`src/rtl/i_wr_addr_gen.sv`:
```
// ---------------------------------------------------------------------------
// i_wr_addr_gen : 2-D raster address generator with valid/ready SRAM handshake
// Revision 1.0
// ---------------------------------------------------------------------------
`default_nettype none

module i_wr_addr_gen #(
   parameter int COL_W  = 13,
   parameter int ROW_W  = 13,
   parameter int ADDR_W = 20
) (
   input  logic              clk,
   input  logic              n_rst,
   input  logic              start,
   input  logic              clear,
   input  logic [COL_W-1:0]  img_width,
   input  logic [ROW_W-1:0]  img_height,
   input  logic [ADDR_W-1:0] base_addr,
   input  logic [ADDR_W-1:0] row_stride,
   input  logic              addr_ready,
   output logic              addr_valid,
   output logic [ADDR_W-1:0] addr,
   output logic [COL_W-1:0]  col,
   output logic [ROW_W-1:0]  row,
   output logic              row_end,
   output logic              frame_last,
   output logic              frame_done,
   output logic              busy
);

   typedef enum logic [1:0] {
      ST_IDLE = 2'd0,
      ST_RUN  = 2'd1,
      ST_DONE = 2'd2
   } state_t;

   state_t            r_state;
   state_t            w_state_next;
   logic              w_accept;
   logic              w_dims_ok;
   logic              w_beat;
   logic              w_row_end;
   logic              w_frame_last;

   logic [COL_W-1:0]  r_width;
   logic [ROW_W-1:0]  r_height;
   logic [ADDR_W-1:0] r_stride;
   logic [ADDR_W-1:0] r_row_base;
   logic [ADDR_W-1:0] r_addr;
   logic [COL_W-1:0]  r_col;
   logic [ROW_W-1:0]  r_row;

   assign w_dims_ok    = (img_width != '0) && (img_height != '0);
   assign addr_valid   = (r_state == ST_RUN);
   assign w_beat       = addr_valid && addr_ready;
   // Compares use the latched geometry, so width-1 never underflows in RUN.
   assign w_row_end    = addr_valid && (r_col == r_width - COL_W'(1));
   assign w_frame_last = w_row_end && (r_row == r_height - ROW_W'(1));

   assign addr       = r_addr;
   assign col        = r_col;
   assign row        = r_row;
   assign row_end    = w_row_end;
   assign frame_last = w_frame_last;
   assign frame_done = (r_state == ST_DONE);
   assign busy       = (r_state != ST_IDLE);

   always_ff @(posedge clk or negedge n_rst) begin
      if (!n_rst) begin
         r_state <= ST_IDLE;
      end else begin
         r_state <= w_state_next;
      end
   end

   always_comb begin
      w_state_next = r_state;
      w_accept     = 1'b0;
      if (clear) begin
         w_state_next = ST_IDLE;
      end else begin
         case (r_state)
            ST_IDLE: begin
               if (start) begin
                  w_accept     = 1'b1;
                  w_state_next = w_dims_ok ? ST_RUN : ST_DONE;
               end
            end
            ST_RUN: begin
               if (w_beat && w_frame_last) begin
                  w_state_next = ST_DONE;
               end
            end
            ST_DONE: begin
               w_state_next = ST_IDLE;
            end
            default: begin
               w_state_next = ST_IDLE;
            end
         endcase
      end
   end

   always_ff @(posedge clk or negedge n_rst) begin
      if (!n_rst) begin
         r_width    <= '0;
         r_height   <= '0;
         r_stride   <= '0;
         r_row_base <= '0;
         r_addr     <= '0;
         r_col      <= '0;
         r_row      <= '0;
      end else if (clear) begin
         r_row_base <= '0;
         r_addr     <= '0;
         r_col      <= '0;
         r_row      <= '0;
      end else if (w_accept) begin
         r_width    <= img_width;
         r_height   <= img_height;
         r_stride   <= row_stride;
         r_col      <= '0;
         r_row      <= '0;
         // A degenerate frame issues no beats, so the address stays at zero.
         r_row_base <= w_dims_ok ? base_addr : '0;
         r_addr     <= w_dims_ok ? base_addr : '0;
      end else if (w_beat) begin
         if (w_frame_last) begin
            r_row_base <= '0;
            r_addr     <= '0;
            r_col      <= '0;
            r_row      <= '0;
         end else if (w_row_end) begin
            r_col      <= '0;
            r_row      <= r_row + ROW_W'(1);
            r_row_base <= r_row_base + r_stride;
            r_addr     <= r_row_base + r_stride;
         end else begin
            r_col      <= r_col + COL_W'(1);
            r_addr     <= r_addr + ADDR_W'(1);
         end
      end
   end

endmodule

`default_nettype wire

```
`config.mk`:
```
export PLATFORM = sky130hd
export DESIGN_NAME = i_wr_addr_gen
export DESIGN_NICKNAME = d
export VERILOG_FILES = /design/src/rtl/i_wr_addr_gen.sv
export SDC_FILE = /design/constraint.sdc
export NUM_CORES = 1
export LEC_CHECK = 0
export BUFFER_PORTS_ARGS = -buffer_cell sky130_fd_sc_hd__clkbuf_2
export CAP_MARGIN = 20
export CORE_UTILIZATION = 25
export DETAILED_ROUTE_END_ITERATION = 12
export GPL_TIMING_DRIVEN = 0
export PLACE_DENSITY = 0.53
export SETUP_SLACK_MARGIN = 0.05
export SKIP_CTS_REPAIR_TIMING = 1
export SLEW_MARGIN = 20
export SYNTH_ARGS = -nofsm -noshare
export SYNTH_HDL_FRONTEND = slang
export SYNTH_SLANG_ARGS = --single-unit
```
`constraint.sdc`:
```
create_clock -name clk -period 2.7 [get_ports clk]
set_input_delay 0.135 -clock clk [delete_from_list [all_inputs] [get_ports clk]]
set_output_delay 0.135 -clock clk [all_outputs]
set_load 0.005 [all_outputs]
```
==> impl_summary.md, run 1 <==
Detailed routing
Detailed routing inserted a total of 7,687 vias. The first-pass iteration count of the detailed router is 5. The remaining antenna violation count is 0. In this run, the number of DRC markers left after iteration 0 of detailed routing was 607. The routed design has 28,000 um of wire.

In the routed layout, each cell is associated on average with a via count of 5.02. In the routed design, unresolved DRC markers number 0. The average wire per cell in the routed design is 18.3 um.

Logic synthesis
The sequential cell area fraction in the yosys report is 38.1%. The synthesized net count is 1,015. The cell accounting for the most synthesized area is dfrtp_1.

Counting every instance in the synthesized netlist gives 919. The share of flip-flops with an asynchronous set or reset is 100%. The synthesis warning total is 0.

After synthesis, the cell types taking the most area are dfrtp_1 38%, nand2_1 10%, xnor2_1 4.2%. The top-area cell type share of the netlist area is 38.1%. Yosys mapped the design onto 67 distinct sky130hd cell types. By count the netlist is led by 204 x nand2_1, 114 x dfrtp_1, 64 x nor2_1, 58 x a21oi_1, 42 x o21ai_0. The most used flip-flop cell after synthesis is dfrtp_1. A synthesized cell averages 8.15 um^2. The most used standard cell by instance count after synthesis is nand2_1.

In this run, synthesis inferred 0 flip-flops with an integrated enable. Summing every instance area after synthesis gives 7490 um^2. The post-synthesis sequential element count is 114.

Min path
The count of cells along the worst hold path is 3. In this run the worst hold path is classified as primary input to register.

Clocking
The clock-pin transition on the worst setup and hold timing paths is 0.05 ns. The H-tree was split into 4 levels. The CTS tree is built. The number of sinks on the clock net is 114.

The tree is rooted in a clkbuf_16. The clock network latency to the later pin of the worst-skew pair is 0.43 ns. The clock passes through at most 2 buffers. The total CTS buffers is 17.

Global route
The global routing usage summed across all routing layers is 17.8%. The first-pass GRT wire length is 41,600 um. Global routing finished with a remaining overflow of 0. The number of global-route vias before repair is 7,244.

The number of antenna violations at the first check in global routing is 0. Entering global routing, the biggest net connects 65 pins.

Floorplanning
The standard cell core area is 29,100 um^2. Row generation in the floorplan step produced 62 rows. The starting density of the core is 25.7%.

The total die area is 30,600 um^2. Pin placement for this block handled 122 I/O pins. The width of the die is 175 um. The die is 175 um tall.

Final layout
The multi-input combinational cells in the finished layout cover a total of 4740 um^2. The finished cells cover 10,500 um^2. The number of antenna diodes in the final layout is 0. After the flow finishes, the layout carries non-filler instances totaling 1,530.

Relative to the synthesized area, the layout overhead comes to 40.4%. The share of cells above drive strength 1 is 24.7%. The flip-flop and latch area is 2860 um^2. In the final design database the tool counted 1,231 nets. The layout has 3,026 filler cells.

Timing
The worst setup margin is -0.460 ns. The number of hold violations in the final report is 2. The worst slew margin relative to its limit is 41.9%. At the pin with the least slew margin, the transition time is 0.867 ns.

Between clock sinks in the finished design, the worst skew comes to 0.0109 ns. The minimum clock period after layout is 3.16 ns. Derived from the worst setup path, the maximum achievable clock frequency is 316 MHz.

Setup repair after global routing could not meet its margin everywhere. The share of the cycle needed by the critical path after routing is 117%. Hold timing on the final database bottoms out at a slack of -0.0315 ns. The count of pins over their slew limit is 0. Setup violations remaining at the end of the flow were counted as 70.

Pwr
Summing internal, switching and leakage power gives 0.00596 W. VDD sags by at most 0.432 mV. The areal power density over the cells is 567 nW/um^2. In this run the static leakage power is 4.84 nW.

Worst setup path
The signal on the critical path passes through or4_4, buf_6, or4_1, and3_4, o31ai_4, buf_4, nand4_1, buf_6, buf_4, or3_1, o311ai_1, a22o_1. For this design, the slowest cell found on the critical path is or4_4. The worst reg-to-reg setup slack is -0.46 ns. The worst setup path startpoint is r_width[2]. STA puts the critical path data required time at 3.07 ns.

Of all nets on the critical path, the largest fanout is 6. The endpoint identified for the worst register-to-register timing path is addr[3]. The type of origin of the critical path is a register. The startpoint of the worst-slack reg-to-reg timing path is r_width[2].

In this run the worst setup path terminates at addr[3]. The number of cells on the worst reg-to-reg path is 12. At the worst endpoint, the arrival time is 3.53 ns. The maximum cell stage delay along the critical path is 0.54 ns. The worst setup path is captured at a register. The worst setup path is of the register to register kind.

Status
The run finished, with violations left. The checks that failed: negative hold slack, negative setup slack.

Placed design
The number of placed instances, taps included, is 1,424. The congestion estimate from routability-driven global placement came to 0.933. The placed instances occupy a cell area of 8820 um^2.

The wire-length estimate of the detail-placed layout is 19,900 um. In this run the tool buffered the top-level ports with 120 buffer cells.

Flow run
Max-cap violations in this run came to 0.
-- cells in the final DEF (no fill, tap or decap), drive strengths merged, types with 15 or more instances in the layout --
master / n
nand3: 29
o21ai: 56
clkbuf: 175
and3: 24
a21oi: 58
dfrtp: 114
buf: 48
nor3: 24
nand2: 205
dlygate4sd3: 45
xor2: 25
a32o: 15
xnor2: 36
inv: 19
ha: 24
nor2: 64
-- area by class of cell --
type / count / share of cell area (%)
clock inverter: 5 / 0.714
tap: 384 / 4.57
sequential: 114 / 27.2
timing repair buffer: 198 / 13.6
multi-input combinational: 740 / 45.1
clock buffer: 25 / 4.81
buffer: 45 / 3.36
inverter: 19 / 0.702
-- sequential cells by signal (all words and copies together), names as in the netlist --
| name | flops |
|---|---|
| r_state | 2 |
| r_row_base | 20 |
| r_height | 13 |
| addr | 20 |
| r_stride | 20 |
| col | 13 |
| r_width | 13 |
| row | 13 |
-- kinds of logic after synthesis --
kind of cell    synth area share, %
buf+inv                        3.54
simple gates                   28.3
fa+ha+maj                      4.28
mux                           0.401
compound gates                 18.2
xor+xnor                       7.14
flops                          38.1
-- through the flow --
step	setup slack [ns]	setup TNS [ns]	hold slack (ns)	utilization (%)
6_report	-0.460	-22.44	-0.0315	36.1
5_1_grt	-0.571	-29.17	-0.00205	36.1
4_1_cts	-0.832	-34.73	-0.321	32.3
3_5_place_dp	-0.639	-32.33	0.129	30.3
3_3_place_gp	-0.623	-87.14	0.328	30.2
2_1_floorplan	-0.268	-7.70	-0.161	-
-- critical path, delay by kind of cell (launching register included) --
kind                   cells  cell delay (ns)
AOI/OAI and AO/OA          3             0.48
buffers and inverters      4             0.59
DFF                        1             0.42
and+or+nand+nor            5             1.60
-- metal layers --
| metal | GRT usage, % | up-vias | wire length, um |
|---|---|---|---|
| li1 | - | 3697 | - |
| met1 | 24.9 | 3705 | 13000 |
| met2 | 27.8 | 257 | 13000 |
| met3 | 3.35 | 28 | 1640 |
| met4 | 5.22 | 0 | 431 |
| met5 | 0 | - | 0 |
-- power by group --
part           internal, W  leakage (nW)  switching [W]
registers          0.00188          1.50       0.000188
logic             0.000704          3.05       0.000903
clock network      0.00146         0.289       0.000814
-- how the worst min path moves through the flow --
stage	from	end	slack (ns)
finish	img_width[6]	r_width[6]	-0.03
floorplan	n_rst	addr[0]	-0.16
global placement	row_stride[7]	r_stride[7]	0.33
detailed placement	n_rst	r_stride[11]	0.13
CTS	n_rst	r_stride[12]	-0.32
global route	img_height[6]	r_height[6]	-0.002
No activity file was read; power rests on OpenSTA's default activity.
==> inputs of run 2 (changes only) <==
--- a/config.mk
+++ b/config.mk
@@ -10,7 +10,7 @@
 export CORE_UTILIZATION = 25
 export DETAILED_ROUTE_END_ITERATION = 12
 export GPL_TIMING_DRIVEN = 0
-export PLACE_DENSITY = 0.53
+export PLACE_DENSITY = 0.54
 export SETUP_SLACK_MARGIN = 0.05
 export SKIP_CTS_REPAIR_TIMING = 1
 export SLEW_MARGIN = 20
==> impl_summary.md, run 2 (synthesis results as in run 1) <==
Status
Status: complete, but fails checks (unchanged). Violated checks: negative hold slack, negative setup slack (unchanged).

Global route
The number of global-route vias before repair is 7,044 (was 7,244). The pin count of the biggest net entering global routing is 60 (was 65). The sum of overflow across all layers after global routing is 0 (unchanged). The first-pass GRT wire length is 41,700 um (was 41,600 um). The number of antenna violations at the first check in global routing came to 0 (unchanged). The global routing usage summed across all routing layers came to 17.8% (about the same).

Final layout
The share of cells above drive strength 1 is 24.8% (was 24.7%). The share of the core filled with cells was 36.5% (was 36.1%). The number of diodes added for antenna fixing is 0 (unchanged). The number of standard cells in the final layout excluding fillers is 1,530 (unchanged).

The number of nets at the end of the flow is 1,229 (was 1,231). The most common library cell in the layout ignoring fill and taps is nand2_1 (unchanged). The total of fill cells in the finished design is 2,983 (was 3,026). Top library cells by usage in the layout, fill and taps aside: 198 x nand2_1, 119 x clkbuf_2, 111 x dfrtp_1 (was 198 x nand2_1, 118 x clkbuf_2, 112 x dfrtp_1).

The layout overhead on the synthesized area is 42.0% (was 40.4%). The post-route standard cell area excluding fillers is 10,600 um^2 (was 10,500 um^2).

Timing
The worst slew margin relative to its limit is 44.0% (was 41.9%). Setup repair after global routing missed its margin: true (unchanged). The count of pins over their slew limit came to 0 (unchanged). The worst clock skew came to 0.0127 ns (was 0.0109 ns). The summed negative setup slack over all endpoints is -25.12 ns (was -22.44 ns).

The actual slew at the worst max-slew pin is 0.839 ns (was 0.867 ns). The post-route worst hold slack is -0.0170 ns (was -0.0315 ns). The number of hold violations in the final report is 1 (was 2). The worst setup margin is -0.507 ns (was -0.460 ns). The minimum clock period after layout was 3.21 ns (was 3.16 ns). The share of the cycle needed by the critical path after routing was 119% (was 117%). The number of setup violations in the final report came to 69 (was 70). The upper clock frequency limit was 312 MHz (was 316 MHz).

Worst setup path
The capture point of the worst reg-to-reg path is row[11] (was addr[3]). The data arrival time at the worst-slack endpoint came to 3.07 ns (was 3.53 ns). The worst endpoint required time is 2.57 ns (was 3.07 ns). The critical path endpoint category is an output port (was register).

The worst reg-to-reg setup slack was -0.50 ns (was -0.46 ns). The number of cells on the worst reg-to-reg path was 12 (unchanged). The highest net fanout along the worst path was 7 (was 6). The critical path start-end classification is register to output port (was register to register). The startpoint of the worst-slack reg-to-reg timing path is r_width[0] (was r_width[2]). The type of origin of the critical path is a register (unchanged).

Clocking
The clock network latency to the later pin of the worst-skew pair was 0.44 ns (was 0.43 ns). The clock-pin transition on the worst setup and hold timing paths is 0.06 ns (was 0.05 ns). The number of levels the H-tree was split into is 4 (unchanged). The root cell of the clock tree is clkbuf_16 (unchanged). The number of sinks on the clock net is 114 (unchanged).

The CTS tree is built (unchanged). The number of buffers on the longest clock path is 2 (unchanged). The total CTS buffers is 17 (unchanged).

Detailed routing
The routed via count was 7,756 (was 7,687). The remaining design rule violation count is 0 (unchanged). The DRC violation total after the first TritonRoute iteration was 610 (was 607). The first-pass iteration count of the detailed router is 5 (unchanged). The average wire per cell in the routed design is 18.5 um (was 18.3 um). The remaining antenna violation count is 0 (unchanged). The total routed wirelength is 28,300 um (was 28,000 um). The average via count per standard cell is 5.07 (was 5.02).

Floorplanning
The starting density of the core is 25.7% (unchanged). The standard cell core area is 29,100 um^2 (unchanged). The die boundary height was 175 um (unchanged).

The total die area was 30,600 um^2 (unchanged). The row count was 62 (unchanged). The width of the die is 175 um (unchanged). The number of top-level pins is 122 (unchanged).

Pwr
The maximum ir drop on the vdd rail is 0.418 mV (was 0.432 mV). The static leakage is 4.88 nW (was 4.84 nW). The areal power density over the cells is 568 nW/um^2 (was 567 nW/um^2).

Min path
The source of the worst hold timing path is img_height[6] (was img_width[6]). The worst hold path class is primary input to register (unchanged). The hold path endpoint is r_height[6] (was r_width[6]). The count of cells along the worst hold path is 3 (unchanged).

Placed design
The total half-perimeter wirelength after legalization and detailed placement is 19,900 um (about the same). The final weighted congestion in routability-driven placement is 0.967 (was 0.933). The post-placement cell area is 8820 um^2 (unchanged).

The placed cell count was 1,424 (unchanged). The quantity of I/O buffers inserted on ports is 120 (unchanged).

Flow run
The reported max-cap violation count is 0 (unchanged).
## run 2: changes by cell type in the layout (fill, tap and decap cells not counted), sizes merged
cell,delta
buf,-5
inv,+2
clkinv,+3
dlygate4sd3,+1
clkbuf,-4
bufinv,+1
clkinvlp,+2
## run 2: worst max-delay path by stage
stage	start	to	cells after the start
after floorplan	r_width[0]	r_row_base[17]	12
after global placement	r_width[0]	addr[17]	12
after detailed placement	r_width[0]	addr[17]	12
after CTS	r_width[0]	frame_last	11
after global routing	r_width[2]	frame_last	10
final	r_width[2]	frame_last	10
## run 2: routing by layer
layer  part of all wire (%)  track usage, %  up-vias
met5                      0               0        -
met4                    1.1            4.57        0
met3                    6.7            4.07       28
met2                     45            27.1      262
met1                     47            25.3     3749
li1                       -               -     3717
## run 2: final cells by class
class,count,area (um^2),area share (%)
inverter,19,71.3,0.671
buffer,45,355,3.34
multi-input combinational,740,4790,45.1
sequential,114,2860,26.9
timing repair buffer,196,1480,14.0
clock buffer,19,433,4.07
clock inverter,13,160,1.51
tap,384,480,4.52
## run 2: through the flow
step | total power [W] | setup slack, ns
floorplan | 0.00301 | -0.268
global placement | 0.00344 | -0.631
CTS | 0.00583 | -0.971
global route | 0.00636 | -0.605
detailed placement | 0.00346 | -0.765
finish | 0.00604 | -0.507
## run 2: critical path: stages, from the launching register on
cell and delay (ns):
dfrtp_2 0.44, or4_4 0.52, buf_6 0.15, o31a_1 0.24, or4_4 0.50, o211ai_4 0.13
and4_4 0.26, buf_8 0.12, inv_2 0.07, nor2_4 0.09, clkbuf_2 0.12
## run 2: report_power, final
| group | internal [W] | leakage, nW | total, W | switching, W |
|---|---|---|---|---|
| logic | 0.000703 | 3.09 | 0.00162 | 0.000912 |
| registers | 0.00188 | 1.50 | 0.00207 | 0.000190 |
| clock network | 0.00145 | 0.287 | 0.00235 | 0.000903 |
==> inputs of run 3 (changes only) <==
--- a/config.mk
+++ b/config.mk
@@ -7,11 +7,12 @@
 export LEC_CHECK = 0
 export BUFFER_PORTS_ARGS = -buffer_cell sky130_fd_sc_hd__clkbuf_2
 export CAP_MARGIN = 20
-export CORE_UTILIZATION = 25
+export CORE_UTILIZATION = 47
 export DETAILED_ROUTE_END_ITERATION = 12
 export GPL_TIMING_DRIVEN = 0
-export PLACE_DENSITY = 0.54
-export SETUP_SLACK_MARGIN = 0.05
+export PLACE_DENSITY = 0.82
+export REMOVE_ABC_BUFFERS = 1
+export SETUP_SLACK_MARGIN = 0.02
 export SKIP_CTS_REPAIR_TIMING = 1
 export SLEW_MARGIN = 20
 export SYNTH_ARGS = -nofsm -noshare
==> impl_summary.md, run 3 (synthesis results as in run 1) <==
Min path
The worst hold path class is primary input to register (unchanged). The source of the worst hold timing path is clear (was img_height[6]).

Global route
The number of global-route vias before repair came to 6,966 (was 7,044). The global-route track usage on met1 was 35.6% (was 25.3%). The most used routing layer in global routing is met2 (unchanged). The first-pass GRT wire length is 34,300 um (was 41,700 um).

The number of antenna violations at the first check in global routing is 0 (unchanged). The met2 routing resource usage after global routing is 43.0% (was 27.1%). The pin count of the biggest net entering global routing is 82 (was 60). The global routing usage summed across all routing layers is 26.7% (was 17.8%). The met3 usage in global routing is 5.97% (was 4.07%).

The sum of overflow across all layers after global routing is 0 (unchanged).

Clocking
The CTS tree is built (unchanged). The number of sinks on the clock net was 114 (unchanged). The total CTS buffers is 17 (unchanged).

The root cell of the clock tree was clkbuf_16 (unchanged). The clock-pin transition on the worst setup and hold timing paths was 0.06 ns (about the same). The clock network latency to the later pin of the worst-skew pair came to 0.42 ns (was 0.44 ns). The number of levels the H-tree was split into is 4 (unchanged). The number of buffers on the longest clock path came to 2 (unchanged).

Placed design
The total half-perimeter wirelength after legalization and detailed placement is 14,600 um (was 19,900 um). The quantity of I/O buffers inserted on ports is 121 (was 120). The placed cell count is 1,213 (was 1,424). The final weighted congestion in routability-driven placement is 0.883 (was 0.967).

Status
Status: complete, but fails checks (unchanged). Violated checks: negative setup slack (was negative hold slack, negative setup slack).

Final layout
The area of combinational cells with multiple inputs is 4880 um^2 (was 4790 um^2). The number of nets at the end of the flow is 1,210 (was 1,229). Top library cells by usage in the layout, fill and taps aside: 197 x nand2_1, 118 x clkbuf_2, 109 x dfrtp_1 (was 198 x nand2_1, 119 x clkbuf_2, 111 x dfrtp_1). The layout overhead on the synthesized area is 37.1% (was 42.0%). The number of diodes added for antenna fixing is 0 (unchanged).

The most common library cell in the layout ignoring fill and taps is nand2_1 (unchanged). The share of cells above drive strength 1 came to 26.4% (was 24.8%). The number of standard cells in the final layout excluding fillers is 1,334 (was 1,530). The share of the core filled with cells is 66.8% (was 36.5%). The flip-flop and latch area was 2860 um^2 (about the same). The total of fill cells in the finished design is 1,183 (was 2,983).

Worst setup path
The kind of cell adding the most delay to the critical path is simple AND/OR/NAND/NOR gates (unchanged). The critical path start-end classification is register to register (was register to output port). The maximum cell stage delay along the critical path was 0.59 ns (was 0.52 ns). The type of origin of the critical path is a register (unchanged). The data arrival time at the worst-slack endpoint is 3.58 ns (was 3.07 ns). Cell chain of the critical path: or4_4, or4_4, and3b_1, o21a_1, o2111a_2, buf_6, nor3_4, buf_12, nand3_1, a21oi_1 (was or4_4, buf_6, o31a_1, or4_4, o211ai_4, and4_4, buf_8, inv_2, nor2_4, clkbuf_2). The cell seen most often among critical-path stages is or4_4 (unchanged). The worst setup path startpoint is r_height[4] (was r_width[2]).

The critical-path cell with the highest stage delay was or4_4 (unchanged). The worst endpoint required time is 3.04 ns (was 2.57 ns). The startpoint of the worst-slack reg-to-reg timing path is r_height[4] (was r_width[0]). The highest net fanout along the worst path was 10 (was 7). The critical path endpoint category is a register (was output port). The total buffers and inverters traversed by the critical path came to 2 (was 4).

Floorplanning
The die boundary height came to 128 um (was 175 um). The row count was 45 (was 62). The number of top-level pins is 122 (unchanged).

The total die area is 16,400 um^2 (was 30,600 um^2). The width of the die was 128 um (was 175 um). The standard cell core area came to 15,400 um^2 (was 29,100 um^2). The starting density of the core is 48.7% (was 25.7%).

Detailed routing
The DRC violation total after the first TritonRoute iteration is 841 (was 610). The average via count per standard cell is 6.06 (was 5.07). The average wire per cell in the routed design was 19.3 um (was 18.5 um). The first-pass iteration count of the detailed router is 7 (was 5).

The total routed wirelength is 25,700 um (was 28,300 um). The remaining design rule violation count is 0 (unchanged). The routed via count is 8,078 (was 7,756).

The remaining antenna violation count is 0 (unchanged).

Timing
The worst setup margin is -0.543 ns (was -0.507 ns). The number of hold violations in the final report is 0 (was 1). The summed negative setup slack over all endpoints was -22.27 ns (was -25.12 ns). The worst clock skew is 0.00881 ns (was 0.0127 ns). The actual slew at the worst max-slew pin was 0.914 ns (was 0.839 ns). Setup repair after global routing missed its margin: true (unchanged). The share of the cycle needed by the critical path after routing came to 120% (was 119%). The number of setup violations in the final report is 69 (unchanged). The count of pins over their slew limit came to 0 (unchanged). The post-route worst hold slack came to 0.0494 ns (was -0.0170 ns). The worst slew margin relative to its limit was 39.0% (was 44.0%). The minimum clock period after layout is 3.24 ns (was 3.21 ns). The upper clock frequency limit is 308 MHz (was 312 MHz).

Pwr
The areal power density over the cells is 564 nW/um^2 (was 568 nW/um^2). The static leakage is 4.76 nW (was 4.88 nW). The maximum ir drop on the vdd rail is 0.520 mV (was 0.418 mV). The sum of internal, switching and leakage power is 0.00579 W (was 0.00604 W).

Flow run
The reported max-cap violation count is 0 (unchanged).
run 3: cell types whose count changed in the layout (fill, tap and decap cells not counted), sizes merged:
| cell | previous run | this run |
|---|---|---|
| clkbuf | 171 | 142 |
| buf | 43 | 52 |
| bufinv | 3 | 1 |
| clkinv | 6 | 4 |
| inv | 21 | 19 |
| and2 | 4 | 5 |
| clkinvlp | 2 | 1 |
| dlygate4sd3 | 46 | 47 |
| nand2 | 205 | 206 |
| o2111a | 1 | 2 |
run 3: path summary, 6_finish.rpt:
path	endpoint	slack, ns	depth (start not counted)
max	row[9]	-0.54	10
min	r_state[1]	0.05	2
max reg2reg	row[9]	-0.54	10
min reg2reg	r_stride[17]	0.49	2
max in group asynchronous	r_stride[17]	1.78	3
min in group asynchronous	r_width[9]	0.19	2
run 3: power by group:
group	total, W	leakage, nW	internal [W]	switching [W]
Sequential	0.00209	1.50	0.00188	0.000207
Combinational	0.00157	2.99	0.000676	0.000895
Clock	0.00213	0.269	0.00133	0.000797
run 3: area by class of cell:
cell class,count,area share [%]
multi-input cells,743,47.5
flip-flops and latches,114,27.8
repair buffers,219,16.1
clock buffers,22,4.72
well taps,211,2.57
inverters,19,0.695
clock inverters,6,0.560
run 3: through the flow:
stage / instance area [um^2] / setup slack [ns]
floorplan: 7290 / -1.61
global placement: 8160 / -3.92
detailed placement: 8310 / -1.68
CTS: 8850 / -1.69
global route: 10300 / -0.596
finish: 10300 / -0.543
run 3: per-layer routing:
layer	wire, um	up-vias
li1	-	3660
met1	10200	3837
met2	12500	503
met3	2210	78
met4	735	0
met5	0	-
